==> config.mk <==
export PLATFORM = sky130hd
export DESIGN_NAME = mem_arbiter
export DESIGN_NICKNAME = d
export VERILOG_FILES = /design/src/rtl/mem_arb_pkg.sv /design/src/rtl/mem_latency_timer.sv /design/src/rtl/mem_arbiter.sv
export SDC_FILE = /design/constraint.sdc
export NUM_CORES = 1
export LEC_CHECK = 0
export CORE_MARGIN = 5
export CORE_UTILIZATION = 40
export DETAILED_ROUTE_END_ITERATION = 16
export GPL_ROUTABILITY_DRIVEN = 0
export GPL_TIMING_DRIVEN = 0
export PLACE_DENSITY = 0.86
export SYNTH_ARGS = -nofsm -noshare
export SYNTH_HDL_FRONTEND = slang
export SYNTH_SLANG_ARGS = --single-unit
==> constraint.sdc <==
create_clock -name clk -period 4.6 [get_ports clk]
set_input_delay 0.46 -clock clk [delete_from_list [all_inputs] [get_ports clk]]
set_output_delay 0.46 -clock clk [all_outputs]
set_load 0.05 [all_outputs]
==> src/rtl/mem_arb_pkg.sv <==
// Shared types, default latencies and byte-lane helpers for the memory arbiter.
package mem_arb_pkg;

    typedef enum logic [1:0] {IDLE, WR, RD, DONE} state_t;
    typedef enum logic [1:0] {OP_READ, OP_WRITE, OP_WB_FILL} op_t;

    // Lane 0 is the most significant byte of the word.
    typedef logic [0:3][7:0] lanes_t;

    localparam int DEF_WRITE_CYCLES = 5;
    localparam int DEF_READ_CYCLES  = 4;
    localparam int DEF_CNT_W        = 3;

    function automatic lanes_t pack_word(input logic [31:0] w);
        lanes_t b;
        b[0] = w[31:24];
        b[1] = w[23:16];
        b[2] = w[15:8];
        b[3] = w[7:0];
        return b;
    endfunction

    function automatic logic [31:0] unpack_lanes(input lanes_t b);
        return {b[0], b[1], b[2], b[3]};
    endfunction

    // A plain write takes precedence over the writeback flag.
    function automatic op_t decode_op(input logic w, input logic b);
        if (w)
            return OP_WRITE;
        else if (b)
            return OP_WB_FILL;
        return OP_READ;
    endfunction

endpackage

==> src/rtl/mem_latency_timer.sv <==
// Loadable down-counter that paces the memory write and read phases.
module mem_latency_timer #(
    parameter int CNT_W = 3
) (
    input  logic             clk,
    input  logic             reset,
    input  logic             load,
    input  logic [CNT_W-1:0] load_val,
    input  logic             dec,
    output logic             zero
);

    logic [CNT_W-1:0] count;

    always_ff @(posedge clk or posedge reset) begin
        if (reset)
            count <= '0;
        else if (load)
            count <= load_val;
        else if (dec && (count != '0))
            count <= count - 1'b1;
    end

    assign zero = (count == '0);

endmodule

==> src/rtl/mem_arbiter.sv <==
// Arbitrates icache/dcache access to the shared memory and runs its write, read and writeback+fill timing.
// Build option MEM_ARB_ROUND_ROBIN_EN: alternate grants under contention instead of dcache priority.
//
// state | meaning
// IDLE  | sample req, pick winner, launch first memory phase
// WR    | memory write held for WRITE_CYCLES
// RD    | read address held for READ_CYCLES, data captured on the last one
// DONE  | one-cycle ack to the granted requester
module mem_arbiter
    import mem_arb_pkg::*;
#(
    parameter int WRITE_CYCLES = DEF_WRITE_CYCLES,
    parameter int READ_CYCLES  = DEF_READ_CYCLES,
    parameter int CNT_W        = DEF_CNT_W
) (
    input  logic             clk,
    input  logic             reset,
    input  logic [1:0]       req,
    input  logic [1:0]       we,
    input  logic [1:0]       wb,
    input  logic [1:0][31:0] addr,
    input  logic [1:0][31:0] wb_addr,
    input  logic [1:0][31:0] wdata,
    output logic [1:0]       ack,
    output logic [31:0]      rdata,
    output logic             busy,
    output logic [31:0]      mem_address,
    output logic             mem_write_en,
    output logic [0:3][7:0]  mem_data_in,
    input  logic [0:3][7:0]  mem_data_out
);

    localparam logic [CNT_W-1:0] WR_LOAD = CNT_W'(WRITE_CYCLES - 1);
    localparam logic [CNT_W-1:0] RD_LOAD = CNT_W'(READ_CYCLES - 1);

    state_t      state, state_nxt;
    op_t         op, op_nxt, sel_op;
    logic        grant, grant_nxt, winner;
    logic [31:0] addr_q, addr_nxt;
    logic [31:0] mem_address_nxt, rdata_nxt;
    logic        mem_write_en_nxt;
    lanes_t      mem_data_in_nxt;
    logic [1:0]  ack_nxt;
    logic        tmr_load, tmr_dec, tmr_zero;
    logic [CNT_W-1:0] tmr_load_val;

`ifdef MEM_ARB_ROUND_ROBIN_EN
    logic last_grant;

    always_ff @(posedge clk or posedge reset) begin
        if (reset)
            last_grant <= 1'b0;
        else if ((state != DONE) && (state_nxt == DONE))
            last_grant <= grant;
    end

    always_comb winner = (&req) ? ~last_grant : req[1];
`else
    always_comb winner = req[1];
`endif

    mem_latency_timer #(.CNT_W(CNT_W)) u_timer (
        .clk      (clk),
        .reset    (reset),
        .load     (tmr_load),
        .load_val (tmr_load_val),
        .dec      (tmr_dec),
        .zero     (tmr_zero)
    );

    always_ff @(posedge clk or posedge reset) begin
        if (reset) begin
            state        <= IDLE;
            op           <= OP_READ;
            grant        <= 1'b0;
            addr_q       <= '0;
            mem_address  <= '0;
            mem_write_en <= 1'b0;
            mem_data_in  <= '0;
            rdata        <= '0;
            ack          <= '0;
        end else begin
            state        <= state_nxt;
            op           <= op_nxt;
            grant        <= grant_nxt;
            addr_q       <= addr_nxt;
            mem_address  <= mem_address_nxt;
            mem_write_en <= mem_write_en_nxt;
            mem_data_in  <= mem_data_in_nxt;
            rdata        <= rdata_nxt;
            ack          <= ack_nxt;
        end
    end

    always_comb begin
        state_nxt        = state;
        op_nxt           = op;
        grant_nxt        = grant;
        addr_nxt         = addr_q;
        mem_address_nxt  = mem_address;
        mem_write_en_nxt = mem_write_en;
        mem_data_in_nxt  = mem_data_in;
        rdata_nxt        = rdata;
        ack_nxt          = '0;
        tmr_load         = 1'b0;
        tmr_load_val     = '0;
        tmr_dec          = 1'b0;
        sel_op           = decode_op(we[winner], wb[winner]);

        case (state)
            IDLE: begin
                if (|req) begin
                    grant_nxt = winner;
                    op_nxt    = sel_op;
                    addr_nxt  = addr[winner];
                    tmr_load  = 1'b1;
                    if (sel_op == OP_READ) begin
                        state_nxt        = RD;
                        mem_address_nxt  = addr[winner];
                        mem_write_en_nxt = 1'b0;
                        tmr_load_val     = RD_LOAD;
                    end else begin
                        state_nxt        = WR;
                        mem_address_nxt  = (sel_op == OP_WB_FILL) ? wb_addr[winner] : addr[winner];
                        mem_data_in_nxt  = pack_word(wdata[winner]);
                        mem_write_en_nxt = 1'b1;
                        tmr_load_val     = WR_LOAD;
                    end
                end
            end
            WR: begin
                if (tmr_zero) begin
                    mem_write_en_nxt = 1'b0;
                    // A writeback rolls straight into the fill read of the miss address.
                    if (op == OP_WB_FILL) begin
                        state_nxt       = RD;
                        mem_address_nxt = addr_q;
                        tmr_load        = 1'b1;
                        tmr_load_val    = RD_LOAD;
                    end else begin
                        state_nxt      = DONE;
                        ack_nxt[grant] = 1'b1;
                    end
                end else begin
                    tmr_dec = 1'b1;
                end
            end
            RD: begin
                if (tmr_zero) begin
                    rdata_nxt      = unpack_lanes(mem_data_out);
                    state_nxt      = DONE;
                    ack_nxt[grant] = 1'b1;
                end else begin
                    tmr_dec = 1'b1;
                end
            end
            DONE: begin
                state_nxt        = IDLE;
                mem_write_en_nxt = 1'b0;
            end
            default: state_nxt = IDLE;
        endcase
    end

    assign busy = (state != IDLE);

endmodule
== After elaboration in Yosys (flattened, before gate mapping) ==
Cells that the tools add are included.

* Bits in registers: 139
* Bits in latches: 0
* Bits in writable memories: 0
* ROM bits: 0
* Input bits: 232
* Logic and storage cells: 95
* Memories kept: 0

* Add/subtract/negate cells: 1
* Multiply operators: 0
* Div/mod/pow operators: 0
* $lt $le $gt $ge: 3
* Eq/ne operators: 9
* Shift operators: 0
* Mux-type cells: 50
* Bitwise logic cells: 1
* Reduce and logical (&&, ||, !) cells: 18

{| class="wikitable"
|+ Operator list
! cell !! number
|-
| $mux 32 || 11
|-
| $pmux 32 s2 || 1
|-
| $mux 2 || 12
|-
| $mux 1 || 16
|-
| $mux 3 || 4
|-
| $reduce_and 3->1 || 3
|-
| $eq 2x2->1 const B || 4
|-
| $ne 2x2->1 const B || 4
|-
| $pmux 2 s4 || 1
|-
| $pmux 3 s2 || 1
|-
| $reduce_bool 2->1 || 3
|-
| $reduce_bool 3->1 || 2
|-
| $logic_not 2->1 || 2
|-
| $lt 1x2->1 const B || 2
|-
| $pmux 2 s2 || 1
|-
| $reduce_and 2->1 || 2
|-
| $reduce_and 4->1 || 1
|-
| $reduce_or 2->1 || 2
|-
| $logic_not 3->1 || 1
|-
| $pmux 1 s3 || 1
|-
| $sub 3x1->3 const B || 1
|-
| $eq 2x1->1 const B || 1
|-
| $logic_and 1x1->1 || 2
|-
| $pmux 1 s2 || 1
|-
| other kinds (3) || 3
|}

== Longest topological paths before layout ==
* Depth after elaboration: 10
* Gate-level depth with buffers: 9

== Modules after synthesis ==
A second synthesis with hierarchy kept.

* Cell total of the unflattened synthesis: 639
* Area total of the unflattened synthesis: 7389.6 um^2

{| class="wikitable"
|+ Modules (own cells, without submodules)
! module !! instances !! cells an instance !! area each (um^2) !! sequential area each (um^2)
|-
| mem_arbiter || 1 || 619 || 7173.1 || 3403.3
|-
| mem_latency_timer || 1 || 20 || 216.5 || 75.1
|}

== Worst setup path before layout ==
Ideal clock, no wire load.

* Kind: reg-to-reg
* Start point: reg state[0]
* End point: reg mem_address[0]
* Data arrival time: 1.761 ns
* Data required time: 4.474 ns
* Slack: 2.713 ns
* Stages on the path, launching flop included: 10
* Buffers on the path: 3
* Period minus slack after synthesis: 1.887 ns
* Cells stage by stage: dfrtp_1 -> inv_1 -> ha_1 -> buf_4 -> or3b_1 -> o221ai_2 -> buf_6 -> buf_6 -> nor2_1 -> a221o_1

* Cells in the longest elaborated chain, start to end: 3
* Elaborated cells on any way between the ends: 8

{| class="wikitable"
|+ Ends and longest elaborated chain
! item !! RTL line !! RTL
|-
| start, declared || mem_arbiter.sv:36 || <nowiki>state_t state, state_nxt;</nowiki>
|-
| start signal, assigned || mem_arbiter.sv:83 || <nowiki>state <= state_nxt;</nowiki>
|-
| $eq 2x1->1 or $logic_not 2->1 (tied branches) || mem_arbiter.sv:110 || <nowiki>case (state)</nowiki>
|-
| $ne 2x2->1 (no line) or $reduce_bool 2->1 (tied branches) || - ||
|-
| $reduce_and 4->1 (no line) || - ||
|-
| end signal, assigned || mem_arbiter.sv:87 || <nowiki>mem_address <= mem_address_nxt;</nowiki>
|-
| end, declared || mem_arbiter.sv:27 || <nowiki>output logic [31:0] mem_address,</nowiki>
|}

Several ways; a longest one is shown, not always the timed one.
A chain may end at the register's enable or synchronous reset.

== Worst setup path in the final report ==
* Start point: reg state[0]
* End point: out busy

* Cells in the longest elaborated chain, start to end: 1

{| class="wikitable"
|+ Ends and longest elaborated chain
! item !! RTL line !! RTL
|-
| $reduce_bool 2->1 || mem_arbiter.sv:165 || <nowiki>assign busy = (state != IDLE);</nowiki>
|-
| end, declared || mem_arbiter.sv:26 || <nowiki>output logic busy,</nowiki>
|}

Every way passes these cells.

==> results.sh <==
export IMPL_nets=1224
export IMPL_worstPathMaxFanout=7
export IMPL_die_y_um=146
export IMPL_synthCells=634
export IMPL_viasPerCell=5.19
export IMPL_required_ps=4140
export IMPL_globalRoute_totalOverflow=0
export IMPL_slew_headroom=0.603
export IMPL_globalRouteMet1Util=0.252
export IMPL_hold_path_class="in2async"
export IMPL_max_freq_mhz=376
export IMPL_switchingPower_w=0.00364
export IMPL_syn_nets=873
export IMPL_maxCapViolCount=0
export IMPL_critPathLaunch="state[0]"
export IMPL_cts_hold_buffers=0
export IMPL_coreArea_um2=18100
export IMPL_synth_edff_count=0
export IMPL_syn_cell_area_um2=7390
export IMPL_crit_family="buffers and inverters"
export IMPL_drv_slew=0
export IMPL_endpoint="busy"
export IMPL_area_growth_pct=57.2
export IMPL_p_sw_frac=0.457
export IMPL_path_buf_inv=4
export IMPL_use_met3=0.0794
export IMPL_slowest_delay_ps=840
export IMPL_drive_gt1_frac=0.170
export IMPL_cts_buffers=17
export IMPL_r2r_start="state[0]"
export IMPL_grt_max_degree=90
export IMPL_busiest_layer="met2"
export IMPL_final_common_cell="clkdlybuf4s50_1"
export IMPL_power_density_nw_per_um2=687
export IMPL_diodes=0
export IMPL_design_area_um2=11600
export IMPL_post_drt_wl_per_cell_um=19.7
export IMPL_vdd_drop_max_uv=452
export IMPL_clock_skew_ps=12.6
export IMPL_hpwl_um=18500
export IMPL_track_usage=0.222
export IMPL_max_clock_path_buffers=2
export IMPL_postRouteAntennaNets=0
export IMPL_start_util=0.409
export IMPL_whs_ps=459
export IMPL_multi_input_area_um2=3630
export IMPL_cts_root_buf="clkbuf_16"
export IMPL_tns_ps=0
export IMPL_syn_area_per_cell_um2=11.7
export IMPL_clkSinkCount=139
export IMPL_synthDistinctLibCells=31
export IMPL_slowest_stage="clkdlybuf4s50_1"
export IMPL_ctsHtreeMaxLevel=4
export IMPL_ys_seq_area_frac=0.470
export IMPL_drt_pass1_iterations=5
export IMPL_grt_met2_usage=0.394
export IMPL_r2r_end="mem_address[11]"
export IMPL_r2r_setup_slack_ps=2460
export IMPL_clkTransAtPathRegs_ps=60
export IMPL_ys_warn_count=0
export IMPL_pwr_share_clk=0.174
export IMPL_cp_end_kind="output pin"
export IMPL_pin_count=332
export IMPL_antenna_found_initial=2
export IMPL_die_w_um=146
export IMPL_cp_arrival_ps=2200
export IMPL_drt_iter0_markers=190
export IMPL_place_inst=1195
export IMPL_portBuffers=331
export IMPL_cts_tree="done"
export IMPL_finalCriticalPeriod_ps=2660
export IMPL_finalNonFillerCells=1227
export IMPL_final_cell_mix="clkdlybuf4s50_1 (331), dfrtp_1 (139), mux2i_1 (134), mux2_2 (97), nand2_1 (72)"
export IMPL_final_setup_viol_count=0
export IMPL_clkLatencyLatePin_ps=420
export IMPL_internal_power_w=0.00434
export IMPL_drt_drc_violations_left=0
export IMPL_cp_depth=5
export IMPL_wirelength_um=24100
export IMPL_seqPwrFrac=0.270
export IMPL_worst_setup_path_start_kind="flop"
export IMPL_regArea_um2=3480
export IMPL_pwr_share_comb=0.556
export IMPL_place_area_um2=11000
export IMPL_grt_pass1_wl_um=37300
export IMPL_rows=49
export IMPL_reg2reg_depth=8
export IMPL_status="finished clean"
export IMPL_cts_setup_buffers=0
export IMPL_crit_chain="inv_1 -> ha_1 -> buf_4 -> inv_1 -> clkdlybuf4s50_1"
export IMPL_vias=6364
export IMPL_rsz0062_at_grt="false"
export IMPL_async_flop_share=1.00
export IMPL_worst_slew_pin_slew_ps=595
export IMPL_finalCritPeriodShare=0.578
export IMPL_p_leak_nw=4.97
export IMPL_ys_flop_type="dfrtp_1"
export IMPL_ys_ff_latch=139
export IMPL_finalHoldViolCount=0
export IMPL_grt_pass1_vias=6845
export IMPL_nFillCells=1417
export IMPL_cpMostUsedCell="inv_1"
export IMPL_die_area_um2=21300
export IMPL_post_cts_resized=0
export IMPL_crit_type="reg2out"
[area by class of cell]
class | instances | area share
multi-input cells | 439 | 0.312
flip-flops and latches | 139 | 0.299
repair buffers | 332 | 0.287
clock buffers | 17 | 0.0366
well taps | 229 | 0.0247
plain buffers | 47 | 0.0220
clock inverters | 15 | 0.0146
inverters | 9 | 0.00334
[through the flow]
stage               worst slack [ps]  total power, W   util
global route                    1860         0.00840  0.643
detailed placement              1860         0.00663  0.610
CTS                             1900         0.00806  0.643
floorplan                        415         0.00505      -
global placement               -1670         0.00654  0.608
finish                          1940         0.00798  0.643
[power by group through the flow]
stage,Sequential [W],Combinational (W),Clock [W]
2_1_floorplan,0.00364,0.00142,0
3_3_place_gp,0.00214,0.00440,0
3_5_place_dp,0.00218,0.00446,0
4_1_cts,0.00216,0.00448,0.00142
5_1_grt,0.00223,0.00468,0.00148
6_report,0.00216,0.00444,0.00138
[Yosys cell counts, drive strengths merged (3+ instances only)]
master    n  area, um^2
o21ai    39         199
mux2     98        1100
buf      35         210
nand2b    3        18.8
inv       9        33.8
nor2     34         135
dfrtp   139        3480
clkbuf   12        45.0
a221o    32         320
nand2    72         270
nor2b     4        25.0
mux2i   134        1340
ha        7        87.6
[registers in the layout, summed over array words and instances (netlist names)]
name,cells
mem_write_en,1
u_timer.count,3
rdata,32
state,2
op,2
mem_data_in,32
ack,2
grant,1
mem_address,32
addr_q,32
[metal layers]
layer / vias to the layer above / routed length (um)
li1: 2993 / -
met1: 3098 / 9260
met2: 245 / 12300
met3: 24 / 2210
met4: 4 / 331
met5: - / 18
[worst min-delay path by stage]
stage,from,end,slack (ps),depth (start not counted)
floorplan,grant,ack[0],440,1
global placement,addr_q[27],addr_q[27],460,2
detailed placement,grant,ack[0],450,1
CTS,reset,addr_q[21],470,2
global route,reset,rdata[10],480,2
finish,reset,rdata[31],460,2
[cell families (layout without fill, tap and decap cells)]
| kind of cell | Yosys count | in the layout | synth area share |
|---|---|---|---|
| compound gates | 78 | 78 | 0.0794 |
| fa+ha+maj | 7 | 7 | 0.0118 |
| buf+inv | 56 | 420 | 0.0391 |
| flops | 139 | 139 | 0.470 |
| mux | 232 | 232 | 0.331 |
| simple gates | 122 | 122 | 0.0687 |
No activity file was read; power rests on OpenSTA's default activity.
